==> src/rtl/i2c_bit_master_if.sv <==
// rtl/i2c_bit_master_if.sv - command/response and pad bundle for the I2C bit-level initiator
//
// Purpose: groups the byte-command handshake, the response, and the open-drain
// pad signals of i2c_bit_master into one bundle.
// Signals:
//   cmd_valid/cmd_ready/cmd/wr_data   command request and handshake
//   rsp_valid/rsp_status/rd_data      one-cycle completion and result
//   bus_held                          bus owned between START and STOP
//   scl_i/sda_i                       sampled pad levels
//   scl_oe/sda_oe                     1 pulls the line low, 0 releases it
// Modports: slave = the initiator block, master = the command layer driving it.

interface i2c_bit_master_if;
   logic       cmd_valid;
   logic       cmd_ready;
   logic [2:0] cmd;
   logic [7:0] wr_data;
   logic       rsp_valid;
   logic [1:0] rsp_status;
   logic [7:0] rd_data;
   logic       bus_held;
   logic       scl_i;
   logic       sda_i;
   logic       scl_oe;
   logic       sda_oe;

   modport slave (
      input  cmd_valid, cmd, wr_data, scl_i, sda_i,
      output cmd_ready, rsp_valid, rsp_status, rd_data, bus_held, scl_oe, sda_oe
   );

   modport master (
      output cmd_valid, cmd, wr_data, scl_i, sda_i,
      input  cmd_ready, rsp_valid, rsp_status, rd_data, bus_held, scl_oe, sda_oe
   );
endinterface

==> src/rtl/i2c_bit_master.sv <==
// rtl/i2c_bit_master.sv - byte-command I2C initiator driving open-drain SCL/SDA
//
// Purpose: turns START / STOP / WRITE / READ_ACK / READ_NACK commands into
// SCL/SDA waveforms. Every bit is four quarters Q0..Q3 of QTR_CYCLES clocks:
// SCL low in Q0-Q1, released in Q2-Q3; SDA changes at the start of Q0 and is
// sampled on the last cycle of Q2.
// Ports:
//   clk    system clock, rising edge
//   rst_n  asynchronous active-low reset; releases both lines at once
//   bus    i2c_bit_master_if.slave (command, response, pad signals)
// Optional feature macro: I2C_CLK_STRETCH_EN - when defined, the quarter
// counter stalls in Q2 while scl_i is still low after SCL was released.

module i2c_bit_master #(
   parameter int QTR_CYCLES = 250,
   parameter int DATA_W     = 8
) (
   input  logic             clk,
   input  logic             rst_n,
   i2c_bit_master_if.slave  bus
);

   localparam int            QW   = (QTR_CYCLES > 1) ? $clog2(QTR_CYCLES) : 1;
   localparam logic [QW-1:0] QMAX = QW'(QTR_CYCLES - 1);
   localparam int            BW   = $clog2(DATA_W);
   localparam logic [BW-1:0] BMAX = BW'(DATA_W - 1);

   localparam logic [1:0] ST_OK  = 2'd0;
   localparam logic [1:0] ST_NAK = 2'd1;
   localparam logic [1:0] ST_ARB = 2'd2;
   localparam logic [1:0] ST_ERR = 2'd3;

   typedef enum logic [2:0] {
      S_IDLE, S_START, S_WBIT, S_WACK, S_RBIT, S_RACK, S_STOP, S_RSP
   } state_t;

   state_t            r_state;
   logic [QW-1:0]     r_qcnt;
   logic [1:0]        r_phase;
   logic [BW-1:0]     r_bit;
   logic [DATA_W-1:0] r_shift;
   logic [7:0]        r_rd_data;
   logic              r_nak;
   logic              r_rd_ack;
   logic              r_bus_held;
   logic [1:0]        r_status;
   logic              r_cmd_ready;

   state_t            w_state_nxt;
   logic [1:0]        w_status_nxt;
   logic              w_held_nxt;
   logic              w_accept;
   logic              w_busy;
   logic              w_hold;
   logic              w_qlast;
   logic              w_sample;
   logic              w_bit_end;
   logic              w_arb;
   logic              w_scl_oe;
   logic              w_sda_oe;
   logic              w_rsp_valid;

   assign w_accept = bus.cmd_valid && r_cmd_ready;
   assign w_busy   = (r_state != S_IDLE) && (r_state != S_RSP);

`ifdef I2C_CLK_STRETCH_EN
   // A responder holding SCL low after release freezes the bit timing,
   // which also delays the Q2 sample point.
   assign w_hold = w_busy && (r_phase == 2'd2) && !bus.scl_i;
`else
   assign w_hold = 1'b0;
`endif

   assign w_qlast   = w_busy && (r_qcnt == QMAX) && !w_hold;
   assign w_sample  = w_qlast && (r_phase == 2'd2);
   assign w_bit_end = w_qlast && (r_phase == 2'd3);

   // Lost arbitration: we released SDA (START Q0-Q2 or a '1' data bit) but
   // another initiator holds it low while SCL is high.
   assign w_arb = w_sample && !bus.sda_i &&
                  ((r_state == S_START) || ((r_state == S_WBIT) && r_shift[DATA_W-1]));

   // State register and datapath
   always_ff @(posedge clk or negedge rst_n) begin
      if (!rst_n) begin
         r_state     <= S_IDLE;
         r_qcnt      <= '0;
         r_phase     <= 2'd0;
         r_bit       <= '0;
         r_shift     <= '0;
         r_rd_data   <= 8'd0;
         r_nak       <= 1'b0;
         r_rd_ack    <= 1'b0;
         r_bus_held  <= 1'b0;
         r_status    <= ST_OK;
         r_cmd_ready <= 1'b0;
      end else begin
         r_state     <= w_state_nxt;
         r_status    <= w_status_nxt;
         r_bus_held  <= w_held_nxt;
         // Registered from the next state so the handshake stays low in reset.
         r_cmd_ready <= (w_state_nxt == S_IDLE);

         if (!w_busy) begin
            r_qcnt  <= '0;
            r_phase <= 2'd0;
         end else if (!w_hold) begin
            if (r_qcnt == QMAX) begin
               r_qcnt  <= '0;
               r_phase <= r_phase + 2'd1;
            end else begin
               r_qcnt <= r_qcnt + QW'(1);
            end
         end

         if (w_accept) begin
            r_shift  <= bus.wr_data;
            r_bit    <= '0;
            r_rd_ack <= (bus.cmd == 3'd3);
         end

         case (r_state)
            S_WBIT: begin
               if (w_bit_end) begin
                  r_shift <= {r_shift[DATA_W-2:0], 1'b0};
                  r_bit   <= r_bit + BW'(1);
               end
            end
            S_WACK: begin
               if (w_sample) r_nak <= bus.sda_i;
            end
            S_RBIT: begin
               if (w_sample)  r_shift <= {r_shift[DATA_W-2:0], bus.sda_i};
               if (w_bit_end) r_bit   <= r_bit + BW'(1);
            end
            S_RACK: begin
               if (w_bit_end) r_rd_data <= r_shift;
            end
            default: ;
         endcase
      end
   end

   // Next-state logic
   always_comb begin
      w_state_nxt  = r_state;
      w_status_nxt = r_status;
      w_held_nxt   = r_bus_held;
      case (r_state)
         S_IDLE: begin
            if (w_accept) begin
               w_state_nxt  = S_RSP;
               w_status_nxt = ST_ERR;
               case (bus.cmd)
                  3'd0: w_state_nxt = S_START;
                  3'd1: if (r_bus_held) w_state_nxt = S_STOP;
                  3'd2: if (r_bus_held) w_state_nxt = S_WBIT;
                  3'd3,
                  3'd4: if (r_bus_held) w_state_nxt = S_RBIT;
                  default: ;
               endcase
            end
         end
         S_START: begin
            if (w_arb) begin
               w_state_nxt  = S_RSP;
               w_status_nxt = ST_ARB;
               w_held_nxt   = 1'b0;
            end else if (w_bit_end) begin
               w_state_nxt  = S_RSP;
               w_status_nxt = ST_OK;
               w_held_nxt   = 1'b1;
            end
         end
         S_WBIT: begin
            if (w_arb) begin
               w_state_nxt  = S_RSP;
               w_status_nxt = ST_ARB;
               w_held_nxt   = 1'b0;
            end else if (w_bit_end && (r_bit == BMAX)) begin
               w_state_nxt = S_WACK;
            end
         end
         S_WACK: begin
            if (w_bit_end) begin
               w_state_nxt  = S_RSP;
               w_status_nxt = r_nak ? ST_NAK : ST_OK;
            end
         end
         S_RBIT: begin
            if (w_bit_end && (r_bit == BMAX)) w_state_nxt = S_RACK;
         end
         S_RACK: begin
            if (w_bit_end) begin
               w_state_nxt  = S_RSP;
               w_status_nxt = ST_OK;
            end
         end
         S_STOP: begin
            if (w_bit_end) begin
               w_state_nxt  = S_RSP;
               w_status_nxt = ST_OK;
               w_held_nxt   = 1'b0;
            end
         end
         S_RSP:   w_state_nxt = S_IDLE;
         default: w_state_nxt = S_IDLE;
      endcase
   end

   // Output logic. Between commands SCL stays low while the bus is owned so
   // the responder cannot see a spurious START/STOP.
   always_comb begin
      w_scl_oe    = 1'b0;
      w_sda_oe    = 1'b0;
      w_rsp_valid = 1'b0;
      case (r_state)
         S_IDLE:  w_scl_oe = r_bus_held;
         S_RSP: begin
            w_scl_oe    = r_bus_held;
            w_rsp_valid = 1'b1;
         end
         S_START: begin
            w_scl_oe = r_bus_held && (r_phase < 2'd2);
            w_sda_oe = (r_phase == 2'd3);
         end
         S_WBIT: begin
            w_scl_oe = (r_phase < 2'd2);
            w_sda_oe = !r_shift[DATA_W-1];
         end
         S_WACK,
         S_RBIT:  w_scl_oe = (r_phase < 2'd2);
         S_RACK: begin
            w_scl_oe = (r_phase < 2'd2);
            w_sda_oe = r_rd_ack;
         end
         S_STOP: begin
            w_scl_oe = (r_phase < 2'd2);
            w_sda_oe = (r_phase != 2'd3);
         end
         default: ;
      endcase
   end

   assign bus.cmd_ready  = r_cmd_ready;
   assign bus.rsp_valid  = w_rsp_valid;
   assign bus.rsp_status = r_status;
   assign bus.rd_data    = r_rd_data;
   assign bus.bus_held   = r_bus_held;
   assign bus.scl_oe     = w_scl_oe;
   assign bus.sda_oe     = w_sda_oe;

endmodule

==> src/flat_wrapper.sv <==
// flat-port wrapper written by rule: the top's interface ports become plain ports
module i2c_bit_master_flat 
#(
   parameter int QTR_CYCLES = 250,
   parameter int DATA_W     = 8
)
  (clk, rst_n, bus_cmd_valid, bus_cmd, bus_wr_data, bus_scl_i, bus_sda_i, bus_cmd_ready, bus_rsp_valid, bus_rsp_status, bus_rd_data, bus_bus_held, bus_scl_oe, bus_sda_oe);
  i2c_bit_master_if bus_i ();
  input  logic clk;
  input  logic rst_n;
  input wire logic [$bits(bus_i.cmd_valid)-1:0] bus_cmd_valid;
  input wire logic [$bits(bus_i.cmd)-1:0] bus_cmd;
  input wire logic [$bits(bus_i.wr_data)-1:0] bus_wr_data;
  input wire logic [$bits(bus_i.scl_i)-1:0] bus_scl_i;
  input wire logic [$bits(bus_i.sda_i)-1:0] bus_sda_i;
  output wire logic [$bits(bus_i.cmd_ready)-1:0] bus_cmd_ready;
  output wire logic [$bits(bus_i.rsp_valid)-1:0] bus_rsp_valid;
  output wire logic [$bits(bus_i.rsp_status)-1:0] bus_rsp_status;
  output wire logic [$bits(bus_i.rd_data)-1:0] bus_rd_data;
  output wire logic [$bits(bus_i.bus_held)-1:0] bus_bus_held;
  output wire logic [$bits(bus_i.scl_oe)-1:0] bus_scl_oe;
  output wire logic [$bits(bus_i.sda_oe)-1:0] bus_sda_oe;
  assign bus_i.cmd_valid = bus_cmd_valid;
  assign bus_i.cmd = bus_cmd;
  assign bus_i.wr_data = bus_wr_data;
  assign bus_i.scl_i = bus_scl_i;
  assign bus_i.sda_i = bus_sda_i;
  assign bus_cmd_ready = bus_i.cmd_ready;
  assign bus_rsp_valid = bus_i.rsp_valid;
  assign bus_rsp_status = bus_i.rsp_status;
  assign bus_rd_data = bus_i.rd_data;
  assign bus_bus_held = bus_i.bus_held;
  assign bus_scl_oe = bus_i.scl_oe;
  assign bus_sda_oe = bus_i.sda_oe;
  i2c_bit_master #(.QTR_CYCLES(QTR_CYCLES), .DATA_W(DATA_W)) u_core (.clk(clk), .rst_n(rst_n), .bus(bus_i));
endmodule
==> config.mk <==
export PLATFORM = sky130hd
export DESIGN_NAME = i2c_bit_master_flat
export DESIGN_NICKNAME = d
export VERILOG_FILES = /design/src/rtl/i2c_bit_master_if.sv /design/src/rtl/i2c_bit_master.sv /design/src/flat_wrapper.sv
export SDC_FILE = /design/constraint.sdc
export NUM_CORES = 1
export LEC_CHECK = 0
export CELL_PAD_IN_SITES_DETAIL_PLACEMENT = 1
export CELL_PAD_IN_SITES_GLOBAL_PLACEMENT = 1
export CORE_ASPECT_RATIO = 0.75
export CORE_UTILIZATION = 37
export DETAILED_ROUTE_END_ITERATION = 7
export GPL_TIMING_DRIVEN = 0
export PLACE_DENSITY_LB_ADDON = 0.08
export SLEW_MARGIN = 40
export SYNTH_ARGS = -nofsm -noshare
export SYNTH_HDL_FRONTEND = slang
export SYNTH_SLANG_ARGS = --single-unit
==> constraint.sdc <==
create_clock -name clk -period 2.05 [get_ports clk]
set_clock_uncertainty 0.1 [all_clocks]
set_input_delay 0.3075 -clock clk [delete_from_list [all_inputs] [get_ports clk]]
set_output_delay 0.3075 -clock clk [all_outputs]
set_load 0.01 [all_outputs]
# Word-level counts from Yosys, hierarchy flattened

Cells that the tools add are included.

Bits of input ports: 16
Logic and storage cells: 104
Flip-flop bits (word level): 38
Output and inout bits: 15

Equal/unequal tests: 23
Add/subtract/negate cells: 3
Magnitude comparators: 1
Muxes and demuxes: 37
Reduce and logical (&&, ||, !) cells: 29

Operators with widths:

| cell                | count |
|---|---|
| $mux 8              | 5 |
| $mux 3              | 10 |
| $eq 3x3->1 const B  | 6 |
| $pmux 3 s6          | 1 |
| $mux 2              | 8 |
| $pmux 8 s2          | 1 |
| $eq 3x2->1 const B  | 4 |
| $pmux 3 s4          | 1 |
| $logic_and 1x1->1   | 10 |
| $pmux 2 s5          | 1 |
| $logic_not 3->1     | 3 |
| $add 8x1->8 const B | 1 |
| $eq 8x8->1 const B  | 1 |
| $ne 2x1->1 const B  | 4 |
| $reduce_and 4->1    | 2 |
| $reduce_or 2->1     | 4 |
| $mux 1              | 7 |
| $eq 3x1->1 const B  | 2 |
| $pmux 1 s3          | 2 |
| $reduce_bool 3->1   | 2 |
| $reduce_bool 5->1   | 1 |
| $reduce_or 5->1     | 1 |
| $eq 2x2->1 const B  | 2 |
| $ne 2x2->1 const B  | 2 |
| 10 further kinds    | 12 |

# Logic depth before layout (Yosys ltp)

Gate-level depths: netlist of the first run.

Depth in word-level cells: 9
Depth in mapped cells: 11
Depth with buffers taken out: 7

# Least setup slack after synthesis of the first run

OpenSTA, ideal clock, no wires.

Path type: reg-to-reg
From: register u_core.r_qcnt[1]
To: register u_core.r_nak
Clock period less this slack: 1.970 ns
Setup slack: 0.080 ns
Arrival: 1.744 ns
Cell stages (with the launch flop): 10
Path through: dfrtp_1 inv_1 ha_1 and4b_1 buf_6 and2_4 buf_6 nand2_2 or3_1 mux2_4

Word-level cells in the longest chain between the ends: 4

RTL lines:

| what                              | line                  | RTL |
|---|---|---|
| start, declared                   | i2c_bit_master.sv:38  | `logic [QW-1:0] r_qcnt;` |
| start signal, assigned            | i2c_bit_master.sv:112 | `r_qcnt <= r_qcnt + QW'(1);` |
| $eq 8x8->1                        | i2c_bit_master.sv:74  | `assign w_qlast = w_busy && (r_qcnt == QMAX) && !w_hold;` |
| $logic_and 1x1->1                 | i2c_bit_master.sv:74  |  |
| $logic_and 1x1->1                 | i2c_bit_master.sv:75  | `assign w_sample = w_qlast && (r_phase == 2'd2);` |
| $reduce_and 2->1 (no source line) | n/a                   |  |
| end signal, assigned              | i2c_bit_master.sv:130 | `if (w_sample) r_nak <= bus.sda_i;` |
| end, declared                     | i2c_bit_master.sv:43  | `logic r_nak;` |

No other way between the ends.
A chain may end at the register's enable or synchronous reset.

# Worst setup path in the final report of the first run

From: register u_core.r_state[0]
To: register u_core.r_state[2]

Word-level cells in the longest chain between the ends: 8

RTL lines:

| what                                                   | line                                                               | RTL |
|---|---|---|
| start, declared                                        | i2c_bit_master.sv:37                                               | `state_t r_state;` |
| start signal, assigned                                 | i2c_bit_master.sv:98                                               | `r_state <= w_state_nxt;` |
| $ne 3x3->1 / $reduce_bool 3->1 (equally long branches) | i2c_bit_master.sv:64                                               | `assign w_busy = (r_state != S_IDLE) && (r_state != S_RSP);` |
| $logic_and 1x1->1                                      | i2c_bit_master.sv:64                                               |  |
| $logic_and 1x1->1                                      | i2c_bit_master.sv:74                                               |  |
| $logic_and 1x1->1, on equally long branches            | i2c_bit_master.sv:76, i2c_bit_master.sv:75                         |  |
| $logic_and 1x1->1, on equally long branches            | i2c_bit_master.sv:180, i2c_bit_master.sv:191, i2c_bit_master.sv:80 |  |
| $mux 3 / $logic_and 1x1->1 (equally long branches)     | i2c_bit_master.sv:180, i2c_bit_master.sv:80                        |  |
| $mux 3, on equally long branches                       | i2c_bit_master.sv:176, i2c_bit_master.sv:165                       |  |
| $pmux 3 s6 (*)                                         | i2c_bit_master.sv:149                                              | `case (r_state)` |
| via u_core.w_state_nxt[2]                              | i2c_bit_master.sv:49                                               | `state_t w_state_nxt;` |

The timed path passes the listed nets; every way through them passes the cells marked *.

==> results.toml, run 1 <==
[cells_and_area]
post_route_cells_drive_above_1_share_pct = 24.1
ff_latch_area_um2 = 952
multi_input_comb_area_um2 = 1130
layout.nets = 291
antennaDiodeCount = 0
nFillCells = 642
utilization_pct = 52.2
finalNonFillerCells = 345
layout_area_overhead_pct = 34.2
post-route-cell-area_um2 = 2830

[synth]
synth_nets = 240
netlist_instances = 218
dominantRegCellSynth = "sky130_fd_sc_hd__dfrtp_1"
syn_area_per_cell_um2 = 9.66
synth.distinct_cells = 47
synth-edff-count = 0
syn_area_um2 = 2110
synth.ff_latch_count = 38
synth.yosys.warnings = 0
asyncSetResetFlopFracSynth_pct = 100
sequential_cell_area_fraction_in_the_yosys_report_pct = 45.2

[floorplanning]
die_h_um = 67.3
num_rows = 23
pin_count = 31
floorplan_die_width_um = 89.1
die-area_um2 = 6000
core-area_um2 = 5410
start_util_pct = 38.9

[critical_path]
cp_slowest_stage_delay_ps = 450
end_kind = "flop"
path_delay_family = "simple AND/OR/NAND/NOR gates"
endpoint = "u_core.r_state[2]"
critical_path.reg2reg.startpoint = "u_core.r_state[0]"
path_depth_of_the_worst_reg2reg_path = 5
crit_path_start = "u_core.r_state[0]"
critical-path-slowest-cell = "sky130_fd_sc_hd__o21ai_0"
critPathKind = "reg -> reg"
crit_arrival_ps = 2180
timing.reg2reg.setup_slack_ps = -10
worstPathCellList = "buf_4 > or2_4 > or3_1 > o21ai_0 > nand2b_1"
critical_path.startpoint_type = "flop"
critical_path_buf_inv_count = 1
crit_fanout = 5
worst-endpoint-required_ps = 2170
worstReg2RegEnd = "u_core.r_state[2]"
critical_path_depth = 5

[power_and_ir_drop]
leakage_power_nw = 1.28
p_per_area_nw_per_um2 = 508
power.ir.vdd_worst_mv = 0.257
netSwitchingFraction_pct = 20.4
power_frac_seq_pct = 52.3
internal_power_mw = 1.14
switchingPower_mw = 0.292
power_mw = 1.44
combPwrFrac_pct = 3.9
power_frac_clock_pct = 43.8

[job]
drv.max_cap_violation_count = 0

[grt]
grt_util_met3_pct = 4.03
grt_first_pass_wirelength_mm = 8.99
gr-usage-met1_pct = 29.5
globalRoute.busiestLayer = "met2"
globalRoute.totalOverflow = 0
antenna_found_initial = 0
grt_usage_pct = 20.2
use_met2_pct = 30.2
first_global_vias = 1754
grt_max_degree = 39

[timing]
grt_setup_unrepaired = "true"
finalSetupViolCount = 1
slew_headroom_pct = 53.7
finalWorstPathRequiredPeriod_ps = 2060
fin_ws_ps = -12.0
worst_pin_slew_ps = 695
layout_worst_path_cycle_share_pct = 101
number_of_hold_slack_violations_in_the_final_timing_report = 0
finalMaxSlewViolations = 0
max_clock_freq_mhz = 485
setup_tns_ps = -12.0

[clock_network]
clock_tree_from_tritoncts = "built"
ctsRootBufferMaster = "sky130_fd_sc_hd__clkbuf_8"
cts-buffers-inserted = 5
cts-htree-levels = 2
cts_buffer_depth = 2
insertion_delay_to_the_later_sink_of_the_worst_skew_pair_ps = 290
cts.clk_slew.worst_paths_ps = 80
number_of_sinks_on_the_clock_net = 38

[route]
detail-route-antenna-nets = 0
num_vias = 1823
drt_pass1_iterations = 4
dr.first_iter.drc_count = 103
vias_per_cell = 5.28
drc = 0
detail_route.wirelength_mm = 5.71
routed_wire_length_per_instance_um = 16.5

[placed_design]
placement.io_buffers = 29
dpl-instance-area_um2 = 2490
place_congestion = 0.768
cell_count_post_placement = 322
detailed_place_hpwl_mm = 3.79

[status]
outcome = "finished, violations left"
failed_checks = "setup timing"

[hold_path]
min-delay-path-class = "reg -> reg"
cell_depth_of_the_worst_min_delay_path = 1
[power groups by stage]
| stage | logic [mW] | clock network (mW) | registers [mW] |
|---|---|---|---|
| after floorplan | 0.00746 | 0 | 0.765 |
| after CTS | 0.0568 | 0.646 | 0.750 |
| after global routing | 0.0619 | 0.673 | 0.751 |
| after global placement | 0.0560 | 0 | 0.765 |
| final | 0.0556 | 0.629 | 0.751 |
| after detailed placement | 0.0552 | 0 | 0.765 |
[worst register-to-register path: stages, from the launching register on]
cell	delay, ps
sky130_fd_sc_hd__dfrtp_1	430
sky130_fd_sc_hd__buf_4	160
sky130_fd_sc_hd__or2_4	280
sky130_fd_sc_hd__or3_1	390
sky130_fd_sc_hd__o21ai_0	450
sky130_fd_sc_hd__nand2b_1	190
[kinds of logic after synthesis]
| group | share of synthesized area [%] |
|---|---|
| adders and majority gates | 3.56 |
| buffers and inverters | 5.05 |
| and+or+nand+nor | 21.2 |
| AOI/OAI and AO/OA | 12.5 |
| DFF | 45.2 |
| xor gates and xnor gates | 3.74 |
| muxes | 8.79 |
[cell usage after synthesis (3+ instances only)]
library cell / instances / area [µm²]
sky130_fd_sc_hd__o21ai_0: 16 / 80.1
sky130_fd_sc_hd__nand2b_1: 4 / 25.0
sky130_fd_sc_hd__nand3_1: 17 / 85.1
sky130_fd_sc_hd__a211oi_1: 4 / 30.0
sky130_fd_sc_hd__xnor2_1: 6 / 52.6
sky130_fd_sc_hd__buf_2: 4 / 20.0
sky130_fd_sc_hd__nand4_1: 3 / 18.8
sky130_fd_sc_hd__a21oi_1: 7 / 35.0
sky130_fd_sc_hd__nor2_1: 19 / 71.3
sky130_fd_sc_hd__dfrtp_1: 38 / 951
sky130_fd_sc_hd__o21ai_1: 6 / 30.0
sky130_fd_sc_hd__mux2i_1: 8 / 80.1
sky130_fd_sc_hd__ha_1: 6 / 75.1
sky130_fd_sc_hd__clkbuf_1: 4 / 15.0
sky130_fd_sc_hd__and3_1: 4 / 25.0
sky130_fd_sc_hd__nor2b_1: 3 / 18.8
sky130_fd_sc_hd__xor2_1: 3 / 26.3
sky130_fd_sc_hd__inv_1: 8 / 30.0
sky130_fd_sc_hd__nand2_1: 18 / 67.6
sky130_fd_sc_hd__mux2_2: 8 / 90.1
[per-layer routing]
layer | wire length [µm] | vias up | share of wire, %
li1 | - | 873 | -
met1 | 2760 | 897 | 48
met2 | 2560 | 45 | 45
met3 | 317 | 8 | 5.6
met4 | 66 | 0 | 1.2
met5 | 0 | - | 0
[layout by cell type (no fill, tap or decap), types with 4 or more instances in the layout]
cell type and n:
sky130_fd_sc_hd__mux2i_1 8, sky130_fd_sc_hd__o21ai_1 7, sky130_fd_sc_hd__a211oi_1 4, sky130_fd_sc_hd__xnor2_1 6, sky130_fd_sc_hd__nand3_1 17, sky130_fd_sc_hd__and3_1 4
sky130_fd_sc_hd__a21oi_1 7, sky130_fd_sc_hd__clkdlybuf4s50_1 25, sky130_fd_sc_hd__buf_4 18, sky130_fd_sc_hd__nor2_1 19, sky130_fd_sc_hd__nand2_1 17, sky130_fd_sc_hd__clkbuf_8 7
sky130_fd_sc_hd__o21ai_0 15, sky130_fd_sc_hd__dfrtp_1 37, sky130_fd_sc_hd__mux2_2 8, sky130_fd_sc_hd__inv_1 7, sky130_fd_sc_hd__buf_6 4
[state kept, by name, summed over array words and instances, names as in the netlist]
register / count
u_core.bus.rsp_status: 2
u_core.bus.bus_held: 1
u_core.r_nak: 1
u_core.r_rd_ack: 1
u_core.bus.rd_data: 8
u_core.r_state: 3
u_core.r_phase: 2
u_core.r_qcnt: 8
u_core.r_shift: 8
u_core.r_bit: 3
u_core.bus.cmd_ready: 1
[worst min-delay path by stage]
| stage | from | endpoint | slack [ps] |
|---|---|---|---|
| after floorplan | rst_n | u_core.bus.bus_held | -90 |
| after global placement | u_core.r_bit[1] | u_core.r_bit[1] | 380 |
| after detailed placement | rst_n | u_core.r_bit[0] | 210 |
| after CTS | u_core.bus.rsp_status[0] | u_core.bus.rsp_status[0] | 410 |
| after global routing | u_core.r_bit[0] | u_core.r_bit[0] | 440 |
| final | u_core.bus.rsp_status[0] | u_core.bus.rsp_status[0] | 410 |
[what timing repair did]
| item | in CTS | in global routing |
|---|---|---|
| pin swaps | 1 | 3 |
| resized for setup | 21 | 23 |
| endpoints found under the hold margin | 38 | 0 |
| hold buffers | 1 | 0 |
| gates cloned | 0 | 0 |
| setup buffers | 7 | 8 |
| setup endpoints to repair | 18 | 13 |
[stage by stage]
step	setup slack (ps)	hold WS, ps
after floorplan	80.5	-88.1
after global placement	-472	378
after detailed placement	-289	215
after CTS	0.197	412
after global routing	-65.5	441
final	-12.0	407
[final cells by class]
cell class              instances  share of cell area [%]
flip-flops and latches         38                    33.7
clock buffers                   7                    2.70
multi-input cells             159                    40.1
inverters                       8                    1.06
plain buffers                  12                    3.81
well taps                      75                    3.32
repair buffers                 45                    14.3
clock inverters                 1                    1.06
(Power assumes the default switching activity.)
==> inputs of run 2 (changes only) <==
- ABC_CLOCK_PERIOD_IN_PS: unset -> 2050
==> results of run 2 <==
No change in the layout: final DEF, timing and power equal those of run 1.
==> inputs of run 3 (changes only) <==
- CORE_UTILIZATION: 37 -> 35
==> results.toml, run 3 (synthesized netlist as in run 1, its figures left out) <==
[grt]
grt_max_degree = 39
grt_first_pass_wirelength_mm = 9.55
antenna_found_initial = 0
grt_usage_pct = 19.1
globalRoute.totalOverflow = 0
first_global_vias = 1885

[route]
routed_wire_length_per_instance_um = 16.7
vias_per_cell = 5.21
detail-route-antenna-nets = 0
detail_route.wirelength_mm = 5.75
drt_pass1_iterations = 4
num_vias = 1798
drc = 0
dr.first_iter.drc_count = 82

[critical_path]
critical_path.startpoint_type = "flop"
crit_arrival_ps = 2100
end_kind = "flop"
crit_path_start = "u_core.r_qcnt[0]"
critical_path.reg2reg.startpoint = "u_core.r_qcnt[0]"
worst-endpoint-required_ps = 2150
critPathKind = "reg -> reg"
crit_fanout = 7

[power_and_ir_drop]
p_per_area_nw_per_um2 = 515
netSwitchingFraction_pct = 20.4
power.ir.vdd_worst_mv = 0.342
internal_power_mw = 1.14
switchingPower_mw = 0.293
combPwrFrac_pct = 3.9
leakage_power_nw = 1.24
power_frac_seq_pct = 52.2
power_frac_clock_pct = 43.9

[floorplanning]
pin_count = 31
core-area_um2 = 5800
start_util_pct = 36.3
die-area_um2 = 6330
num_rows = 24
die_h_um = 69.2
floorplan_die_width_um = 91.6

[status]
outcome = "completed"

[cells_and_area]
layout.nets = 288
final_cell_mix = "34 x sky130_fd_sc_hd__dfrtp_1, 26 x sky130_fd_sc_hd__clkdlybuf4s50_1, 19 x sky130_fd_sc_hd__nor2_1"
post_route_cells_drive_above_1_share_pct = 22.5
antennaDiodeCount = 0
final_common_cell = "sky130_fd_sc_hd__dfrtp_1"
utilization_pct = 48.2
layout_area_overhead_pct = 32.6

[clock_network]
cts-buffers-inserted = 5
cts-htree-levels = 2
ctsRootBufferMaster = "sky130_fd_sc_hd__clkbuf_8"
clock_tree_from_tritoncts = "built"
cts_buffer_depth = 2
insertion_delay_to_the_later_sink_of_the_worst_skew_pair_ps = 290
number_of_sinks_on_the_clock_net = 38
cts.clk_slew.worst_paths_ps = 80

[placed_design]
pre_cts_ws_ps = -304
place_congestion = 0.792
detailed_place_hpwl_mm = 3.86
placement.io_buffers = 29

[job]
drv.max_cap_violation_count = 0

[timing]
worst_pin_slew_ps = 687
fin_ws_ps = 53.7
finalWorstPathRequiredPeriod_ps = 2000
slew_headroom_pct = 54.2
finalMaxSlewViolations = 0
max_clock_freq_mhz = 501
layout_worst_path_cycle_share_pct = 97.4
grt_setup_unrepaired = "true"
finalSetupViolCount = 0
number_of_hold_slack_violations_in_the_final_timing_report = 0

[hold_path]
min-delay-path-class = "reg -> reg"
min-delay-start = "u_core.r_bit[0]"
## run 3: timing repair
action | 4_1_cts | 5_1_grt
hold buffers | 1 | 0
setup buffers | 5 | 7
endpoints found under the hold margin | 38 | 0
resized for setup | 25 | 14
pin swaps | 2 | 1
endpoints found under the setup margin | 21 | 14
## run 3: power groups by stage
stage | logic [mW] | clock network (mW) | registers (mW)
floorplan | 0.00746 | 0 | 0.765
global placement | 0.0561 | 0 | 0.765
detailed placement | 0.0556 | 0 | 0.765
CTS | 0.0572 | 0.646 | 0.750
global route | 0.0621 | 0.674 | 0.750
finish | 0.0554 | 0.631 | 0.750
## run 3: metrics by stage
step / TNS, ps / cell area (µm²) / power [mW] / instances / hold WS, ps
after floorplan: 0 / 2110 / 0.773 / 218 / -88.1
after global placement: -20590 / 2490 / 0.822 / 325 / 379
after detailed placement: -2120 / 2490 / 0.821 / 325 / 216
after CTS: 0 / 2730 / 1.45 / 339 / 411
after global routing: -37.7 / 2790 / 1.49 / 345 / 437
final: 0 / 2790 / 1.44 / 345 / 408
## run 3: cell type report
class / instances / area, µm²
Tap cell: 78 / 97.6
Inverter: 8 / 30.0
Clock inverter: 1 / 30.0
Sequential cell: 38 / 956
Multi-Input combinational cell: 159 / 1110
Timing Repair Buffer: 42 / 383
Buffer: 12 / 106
Clock buffer: 7 / 76.3
Fill cell: 656 / 3000
## run 3: metal layers
metal | track usage, % | wire, µm
met1 | 27.6 | 2910
met2 | 29.8 | 2620
met3 | 3.84 | 188
met4 | 3.70 | 34
met5 | 0 | 0
## run 3: worst max-delay path: stages, from the launching register on
cell and delay [ps]:
sky130_fd_sc_hd__dfrtp_1 390, sky130_fd_sc_hd__ha_1 200, sky130_fd_sc_hd__and4b_1 190, sky130_fd_sc_hd__buf_6 140
sky130_fd_sc_hd__and2_4 150, sky130_fd_sc_hd__a31oi_1 240, sky130_fd_sc_hd__o2111ai_2 210, sky130_fd_sc_hd__nor4b_4 280
## run 3: worst paths after layout
check	depth (start not counted)	to	slack, ps
max reg2reg	7	u_core.bus.cmd_ready	50
min	1	u_core.r_bit[0]	410
max in group asynchronous	2	u_core.r_phase[0]	1050
max	7	u_core.bus.cmd_ready	50
min reg2reg	1	u_core.r_bit[0]	410
min in group asynchronous	2	u_core.r_state[2]	430
